## src/rtl/cpu_seq_ctrl.sv

```systemverilog
// rtl/cpu_seq_ctrl.sv - multi-cycle FETCH/DECODE/EXEC/WB sequencer for the MiniCPU datapath
module cpu_seq_ctrl #(
   parameter logic [3:0] HALT_OP     = 4'hF,
   parameter int         MEM_TIMEOUT = 8,
   parameter int         CNT_W       = 16
) (
   input  logic             clk,
   input  logic             reset,
   input  logic             run,
   input  logic             step,
   input  logic             mem_ready,
   input  logic [3:0]       opcode,
   input  logic             jmp_type,
   input  logic             alu_load,
   output logic             fetch_en,
   output logic             decode_en,
   output logic             exec_en,
   output logic             wb_en,
   output logic             pc_inc,
   output logic             pc_load,
   output logic             busy,
   output logic             halted,
   output logic             fault,
   output logic [2:0]       state,
   output logic [CNT_W-1:0] instr_count
);

   typedef enum logic [2:0] {
      S_IDLE   = 3'd0,
      S_FETCH  = 3'd1,
      S_DECODE = 3'd2,
      S_EXEC   = 3'd3,
      S_WB     = 3'd4,
      S_HALT   = 3'd5
   } state_t;

   // Fetch-wait limit; the counter holds completed wait cycles, so it never exceeds MEM_TIMEOUT-1.
   localparam logic [7:0] TLIM = 8'(MEM_TIMEOUT);
   localparam logic [CNT_W-1:0] CNT_ONE = {{(CNT_W-1){1'b0}}, 1'b1};

   state_t           cur_state, nxt_state;
   logic [7:0]       tcnt, tcnt_nxt;
   logic             step_latch, step_latch_nxt;
   logic             fault_q, fault_nxt;
   logic [CNT_W-1:0] cnt_q, cnt_nxt;

   // State, timeout counter, step latch, sticky fault and retired count registers.
   always_ff @(posedge clk) begin
      if (reset) begin
         cur_state  <= S_IDLE;
         tcnt       <= 8'd0;
         step_latch <= 1'b0;
         fault_q    <= 1'b0;
         cnt_q      <= '0;
      end else begin
         cur_state  <= nxt_state;
         tcnt       <= tcnt_nxt;
         step_latch <= step_latch_nxt;
         fault_q    <= fault_nxt;
         cnt_q      <= cnt_nxt;
      end
   end

   // Next-state logic and stage enables; WB controls also depend on the live jump inputs.
   always_comb begin
      nxt_state      = cur_state;
      tcnt_nxt       = tcnt;
      step_latch_nxt = step_latch;
      fault_nxt      = fault_q;
      cnt_nxt        = cnt_q;
      fetch_en       = 1'b0;
      decode_en      = 1'b0;
      exec_en        = 1'b0;
      wb_en          = 1'b0;
      pc_inc         = 1'b0;
      pc_load        = 1'b0;
      busy           = 1'b0;
      halted         = 1'b0;
      case (cur_state)
         S_IDLE: begin
            if (run) begin
               nxt_state      = S_FETCH;
               step_latch_nxt = 1'b0;
            end else if (step) begin
               nxt_state      = S_FETCH;
               step_latch_nxt = 1'b1;
            end
         end
         S_FETCH: begin
            fetch_en = 1'b1;
            busy     = 1'b1;
            if (mem_ready) begin
               nxt_state = S_DECODE;
               tcnt_nxt  = 8'd0;
            end else if (tcnt + 8'd1 >= TLIM) begin
               nxt_state = S_HALT;
               fault_nxt = 1'b1;
               tcnt_nxt  = 8'd0;
            end else begin
               tcnt_nxt = tcnt + 8'd1;
            end
         end
         S_DECODE: begin
            decode_en = 1'b1;
            busy      = 1'b1;
            nxt_state = (opcode == HALT_OP) ? S_HALT : S_EXEC;
         end
         S_EXEC: begin
            exec_en   = 1'b1;
            busy      = 1'b1;
            nxt_state = S_WB;
         end
         S_WB: begin
            busy    = 1'b1;
            wb_en   = ~jmp_type;
            pc_load = jmp_type & alu_load;
            pc_inc  = ~(jmp_type & alu_load);
            cnt_nxt = cnt_q + CNT_ONE;
            if (step_latch) begin
               nxt_state      = S_IDLE;
               step_latch_nxt = 1'b0;
            end else if (run) begin
               nxt_state = S_FETCH;
            end else begin
               nxt_state = S_IDLE;
            end
         end
         S_HALT: begin
            halted = 1'b1;
         end
         default: begin
            nxt_state = S_IDLE;
         end
      endcase
   end

   assign fault       = fault_q;
   assign state       = cur_state;
   assign instr_count = cnt_q;

endmodule

```

## config.mk

```make
export PLATFORM = sky130hd
export DESIGN_NAME = cpu_seq_ctrl
export DESIGN_NICKNAME = d
export VERILOG_FILES = /design/src/rtl/cpu_seq_ctrl.sv
export SDC_FILE = /design/constraint.sdc
export NUM_CORES = 1
export LEC_CHECK = 0
export ABC_CLOCK_PERIOD_IN_PS = 1500
export CORE_ASPECT_RATIO = 0.7
export CORE_MARGIN = 2
export CORE_UTILIZATION = 44
export CTS_BUF_LIST = sky130_fd_sc_hd__clkbuf_4 sky130_fd_sc_hd__clkbuf_8
export CTS_CLUSTER_DIAMETER = 30
export CTS_CLUSTER_SIZE = 25
export DETAILED_ROUTE_END_ITERATION = 6
export PLACE_DENSITY = 0.78
export SETUP_SLACK_MARGIN = 0.4
export SYNTH_ARGS = -nofsm -noshare
export SYNTH_HDL_FRONTEND = slang
export SYNTH_SLANG_ARGS = --single-unit
```

## constraint.sdc

```tcl
create_clock -name clk -period 1.5 [get_ports clk]
set_clock_uncertainty 0.05 [all_clocks]
set_input_delay 0.3 -clock clk [delete_from_list [all_inputs] [get_ports clk]]
set_output_delay 0.3 -clock clk [all_outputs]
set_load 0.1 [all_outputs]
```

==> impl_metrics.py, run 1 <==
metrics = {
    "status": {
        "run_status": "stopped before the end",
        "outcome.stop_stage": "clock tree synthesis (4_1_cts)",
        "first_error_in_the_log": "[ERROR DPL-0033] detailed placement checks failed during check placement.",
    },
    "clock_tree": {
        "cts.path.max_buffers": 2,
        "post_cts_resized": 38,
        "tritoncts.num_buffers": 5,
        "clock_tree.root_cell": "sky130_fd_sc_hd__clkbuf_8",
        "h-tree-depth": 2,
        "sink_count_of_the_clock_tree": 29,
        "cts-hold-fix-buffers": 0,
        "post_cts_buffers": 30,
    },
    "synthesis": {
        "synthesis.area_um2": 1370,
        "synth_xor_area_frac": 0.0701,
        "synth-async-reset-ratio": 0,
        "synth.yosys.seq_area_share": 0.423,
        "synth_compound_area_frac": 0.137,
        "synth-adder-area-share": 0.0182,
        "synth_top_family_by_area": "simple AND/OR/NAND/NOR gates",
        "synth_simple_gate_area_frac": 0.312,
        "postSynthAreaPerCell_um2": 8.59,
        "synth-edff-count": 0,
        "ys.flop_type": "sky130_fd_sc_hd__dfxtp_1",
        "synth_cells": 160,
        "post_synth_mux_area_share": 0.00729,
        "synthesized_flop_and_latch_total": 29,
        "mappedNetlistNets": 173,
        "synth_warnings": 0,
        "post_synth_num_cell_types": 40,
    },
    "placed_design": {
        "gp_routability_congestion": 0.791,
        "portBuffers": 38,
        "half_perimeter_wire_length_after_placement_um": 3040,
        "postPlaceCellArea_um2": 2380,
    },
    "floorplanning": {
        "die-height_um": 50.8,
        "chipWidth_um": 70.8,
        "fp-row-count": 16,
        "design.portCount": 39,
        "initial_core_utilization": 0.477,
    },
}
## stage by stage
step | setup WS (ps) | util | instances | hold slack [ps]
after global placement | -117 | 0.827 | 246 | 416
after floorplan | -398 | - | 160 | 389
after detailed placement | -164 | 0.827 | 246 | 459
## cells by family after synthesis
logic type / count (synthesis)
buf+inv: 12
simple gates: 74
fa+ha+maj: 2
flops: 29
mux: 1
xor+xnor: 11
compound gates: 31
## cell usage after synthesis (all sizes together) (2+ instances only)
master	number	area, µm²
dfxtp	29	581
nor2	19	71.3
a21oi	13	65.1
nand2	10	37.5
nand3	8	45.0
o21ai	8	40.0
inv	7	26.3
nor3	7	50.1
or3	6	37.5
xnor2	6	52.6
and3	5	31.3
clkbuf	5	18.8
xor2	5	43.8
nand4	4	40.0
nor2b	4	25.0
nor4	3	18.8
ha	2	25.0
==> run 2: changes to the inputs <==
==> config.mk (replaced) <==
export PLATFORM = sky130hd
export DESIGN_NAME = cpu_seq_ctrl
export DESIGN_NICKNAME = d
export VERILOG_FILES = /design/src/rtl/cpu_seq_ctrl.sv
export SDC_FILE = /design/constraint.sdc
export NUM_CORES = 1
export LEC_CHECK = 0
export ABC_CLOCK_PERIOD_IN_PS = 1950
export CORE_AREA = 2 2 63 65
export DETAILED_ROUTE_END_ITERATION = 6
export DIE_AREA = 0 0 65 67
export PLACE_DENSITY_LB_ADDON = 0.15
export SYNTH_ARGS = -nofsm -noshare
export SYNTH_HDL_FRONTEND = slang
export SYNTH_SLANG_ARGS = --single-unit
==> constraint.sdc (replaced) <==
create_clock -name clk -period 1.95 [get_ports clk]
set_clock_uncertainty 0.05 [all_clocks]
set_input_delay 0.39 -clock clk [delete_from_list [all_inputs] [get_ports clk]]
set_output_delay 0.39 -clock clk [all_outputs]
set_load 0.1 [all_outputs]
==> impl_metrics.py, run 2 <==
metrics = {
    "sta": {
        "report.final.setup_viol": 0,
        "layout_min_cycle_time_ps": 1870,
        "share_of_the_cycle_needed_by_the_critical_path_after_routing": 0.959,
        "max_slew_violation_count": 0,
        "timing.final.hold_violations": 0,
        "max-slew-margin-rel": 0.799,
        "fmax_ghz": 0.535,
        "rsz_0062_raised_after_global_routing": "false",
        "fin_setup_tns_ps": 0,
        "setup_slack_ps": 80.8,
        "tightestPinTransition_ps": 301,
    },
    "placed_design": {
        "half_perimeter_wire_length_after_placement_um": 2490,
        "portBuffers": 38,
        "worst_setup_slack_post_dpl_ps": 69.7,
        "gp_routability_congestion": 0.797,
    },
    "global_routing": {
        "grt_overflow": 0,
        "grt_util_all_layers": 0.175,
        "grt_max_degree": 14,
        "grt_antenna_before_repair": 0,
        "grt_pass1_wl_um": 5850,
        "grt_pass1_vias": 1290,
    },
    "clock_tree": {
        "tritoncts.num_buffers": 5,
        "sink_count_of_the_clock_tree": 29,
        "cts-hold-fix-buffers": 0,
        "h-tree-depth": 2,
        "clock_tree.root_cell": "sky130_fd_sc_hd__clkbuf_8",
        "clkSlewWorstSetupHoldPaths_ps": 60,
        "tritoncts": "done",
        "clock_latency_ps": 280,
        "cts.path.max_buffers": 2,
    },
    "worst_setup_path": {
        "crit_arrival_ps": 1430,
        "setup.worst_path.start": "jmp_type",
        "worst_r2r_endpoint": "tcnt[1]",
        "timing.rr.start": "tcnt[0]",
        "worst_r2r_path_depth": 6,
        "r2r_setup_slack_ps": 200,
        "setup.worst_path.end_class": "primary output",
        "timing.critical_path.required_ps": 1510,
        "endpoint": "pc_load",
        "worstPathMaxFanout": 3,
        "timing_worst_setup_path_type": "primary input to primary output",
        "cp-start-kind": "primary input",
    },
    "detailed_routing": {
        "post_drt_wl_per_cell_um": 13.2,
        "drt-vias-per-instance": 5.09,
        "drcViolationCount": 0,
        "finalWirelength_um": 3340,
        "route.vias.total": 1287,
        "drtPass1Iterations": 4,
        "detailedRoute.firstIterationViolations": 87,
        "drt.antenna.violating_nets": 0,
    },
    "power_and_ir_drop": {
        "power.clock.fraction": 0.350,
        "sequentialPowerShare": 0.376,
        "combPwrFrac": 0.274,
        "design_power_total_mw": 1.69,
        "internal-power_mw": 1.15,
        "vdd_drop_max_uv": 367,
        "net_switching_share_of_the_total_power": 0.318,
        "powerDensity_nw_per_um2": 747,
        "p_sw_mw": 0.536,
        "total_leakage_power_nw": 0.850,
    },
    "job": {
        "maxCapViolCount": 0,
    },
    "synthesis": {
        "synth_warnings": 0,
        "synth_largest_type_area_fraction": 0.423,
        "yosys-top-cells-area": "sky130_fd_sc_hd__dfxtp_1 42%, sky130_fd_sc_hd__nor2_1 5.2%, sky130_fd_sc_hd__a21oi_1 4.7%",
        "synth_cells": 160,
        "ys.flop_type": "sky130_fd_sc_hd__dfxtp_1",
        "synthesized_flop_and_latch_total": 29,
        "synth.yosys.seq_area_share": 0.423,
        "postSynthAreaPerCell_um2": 8.59,
        "mappedNetlistNets": 173,
        "synth_most_common_cell": "sky130_fd_sc_hd__dfxtp_1",
        "synth-async-reset-ratio": 0,
        "post_synth_num_cell_types": 40,
        "synthesis.area_um2": 1370,
        "synth_top_cell_by_area": "sky130_fd_sc_hd__dfxtp_1",
        "netlist_top_cells_count": "29 x sky130_fd_sc_hd__dfxtp_1, 19 x sky130_fd_sc_hd__nor2_1, 13 x sky130_fd_sc_hd__a21oi_1",
        "synth-edff-count": 0,
    },
    "final_layout": {
        "fillCellCount": 285,
        "finish.net_count": 217,
        "antenna_cells_inserted": 0,
        "commonest_cells_after_routing_fill_and_taps_aside": "23 x sky130_fd_sc_hd__buf_12, 16 x sky130_fd_sc_hd__nor2_1, 16 x sky130_fd_sc_hd__dfxtp_1",
        "sequential_cell_area_um2": 604,
        "syn2layout_area_growth_pct": 64.3,
        "layout_commonest_cell": "sky130_fd_sc_hd__buf_12",
        "multi_input_comb_area_um2": 827,
        "drive_gt1_frac": 0.341,
        "largest_register_ffs": 16,
    },
    "floorplanning": {
        "initial_core_utilization": 0.381,
        "die-height_um": 67,
        "core_area_um2": 3610,
        "dieArea_um2": 4360,
        "chipWidth_um": 65,
        "fp-row-count": 22,
        "design.portCount": 39,
    },
    "min_path": {
        "timing.hold.worst.class": "flop to flop",
    },
    "status": {
        "run_status": "complete, no violations",
    },
}
## run 2: cell counts after synthesis
Identical to the previous run, type by type.
## run 2: area by class of cell
| cell class | instances | area share |
|---|---|---|
| clock buffer | 8 | 0.0493 |
| inverter | 7 | 0.0116 |
| multi-input combinational | 119 | 0.366 |
| sequential | 29 | 0.268 |
| tap | 48 | 0.0266 |
| timing repair buffer | 42 | 0.278 |
## run 2: logic make-up after synthesis
group | share of synthesized area
simple gates | 0.312
compound gates | 0.137
flops | 0.423
buf+inv | 0.0328
xor+xnor | 0.0701
fa+ha+maj | 0.0182
mux | 0.00729
## run 2: per-layer routing
layer,up-vias,track usage,part of all wire
li1,661,-,-
met1,601,0.208,0.43
met2,21,0.303,0.52
met3,4,0.0507,0.040
met4,0,0.0559,0.010
met5,-,0,0
## run 2: worst min-delay path by stage
stage,startpoint,to,slack [ps],cells past startpoint
after floorplan,tcnt[4],tcnt[4],400,2
after global placement,tcnt[4],tcnt[4],410,2
after detailed placement,tcnt[4],tcnt[4],430,2
after CTS,tcnt[4],tcnt[4],440,2
after global routing,instr_count[9],instr_count[9],460,2
final,tcnt[4],tcnt[4],440,2
## run 2: worst max-delay path: stages
cell	delay, ps
sky130_fd_sc_hd__clkdlybuf4s50_1	600
sky130_fd_sc_hd__nand2_1	130
sky130_fd_sc_hd__nor2_4	120
sky130_fd_sc_hd__buf_12	180
## run 2: per-stage QoR
stage          hold slack, ps  cell area (µm²)   util  std cells
2_1_floorplan             401             1480      -        160
3_3_place_gp              411             2130  0.591        244
3_5_place_dp              427             2130  0.591        244
4_1_cts                   436             2240  0.622        252
5_1_grt                   461             2260  0.626        253
6_report                  438             2260  0.626        253
## run 2: what timing repair did
item / 4_1_cts / 5_1_grt
endpoints found under the setup margin: 1 / 3
resized for setup: 1 / 1
buffers inserted: 0 / 1
pin swaps: 0 / 1
## run 2: power groups by stage
stage          combinational [mW]  clock, mW  sequential [mW]
6_report                    0.463      0.590            0.634
3_5_place_dp                0.449          0            0.653
3_3_place_gp                0.446          0            0.652
2_1_floorplan               0.246          0            0.700
5_1_grt                     0.483      0.632            0.637
4_1_cts                     0.454      0.602            0.640
Power figures use the tool's default switching activity.
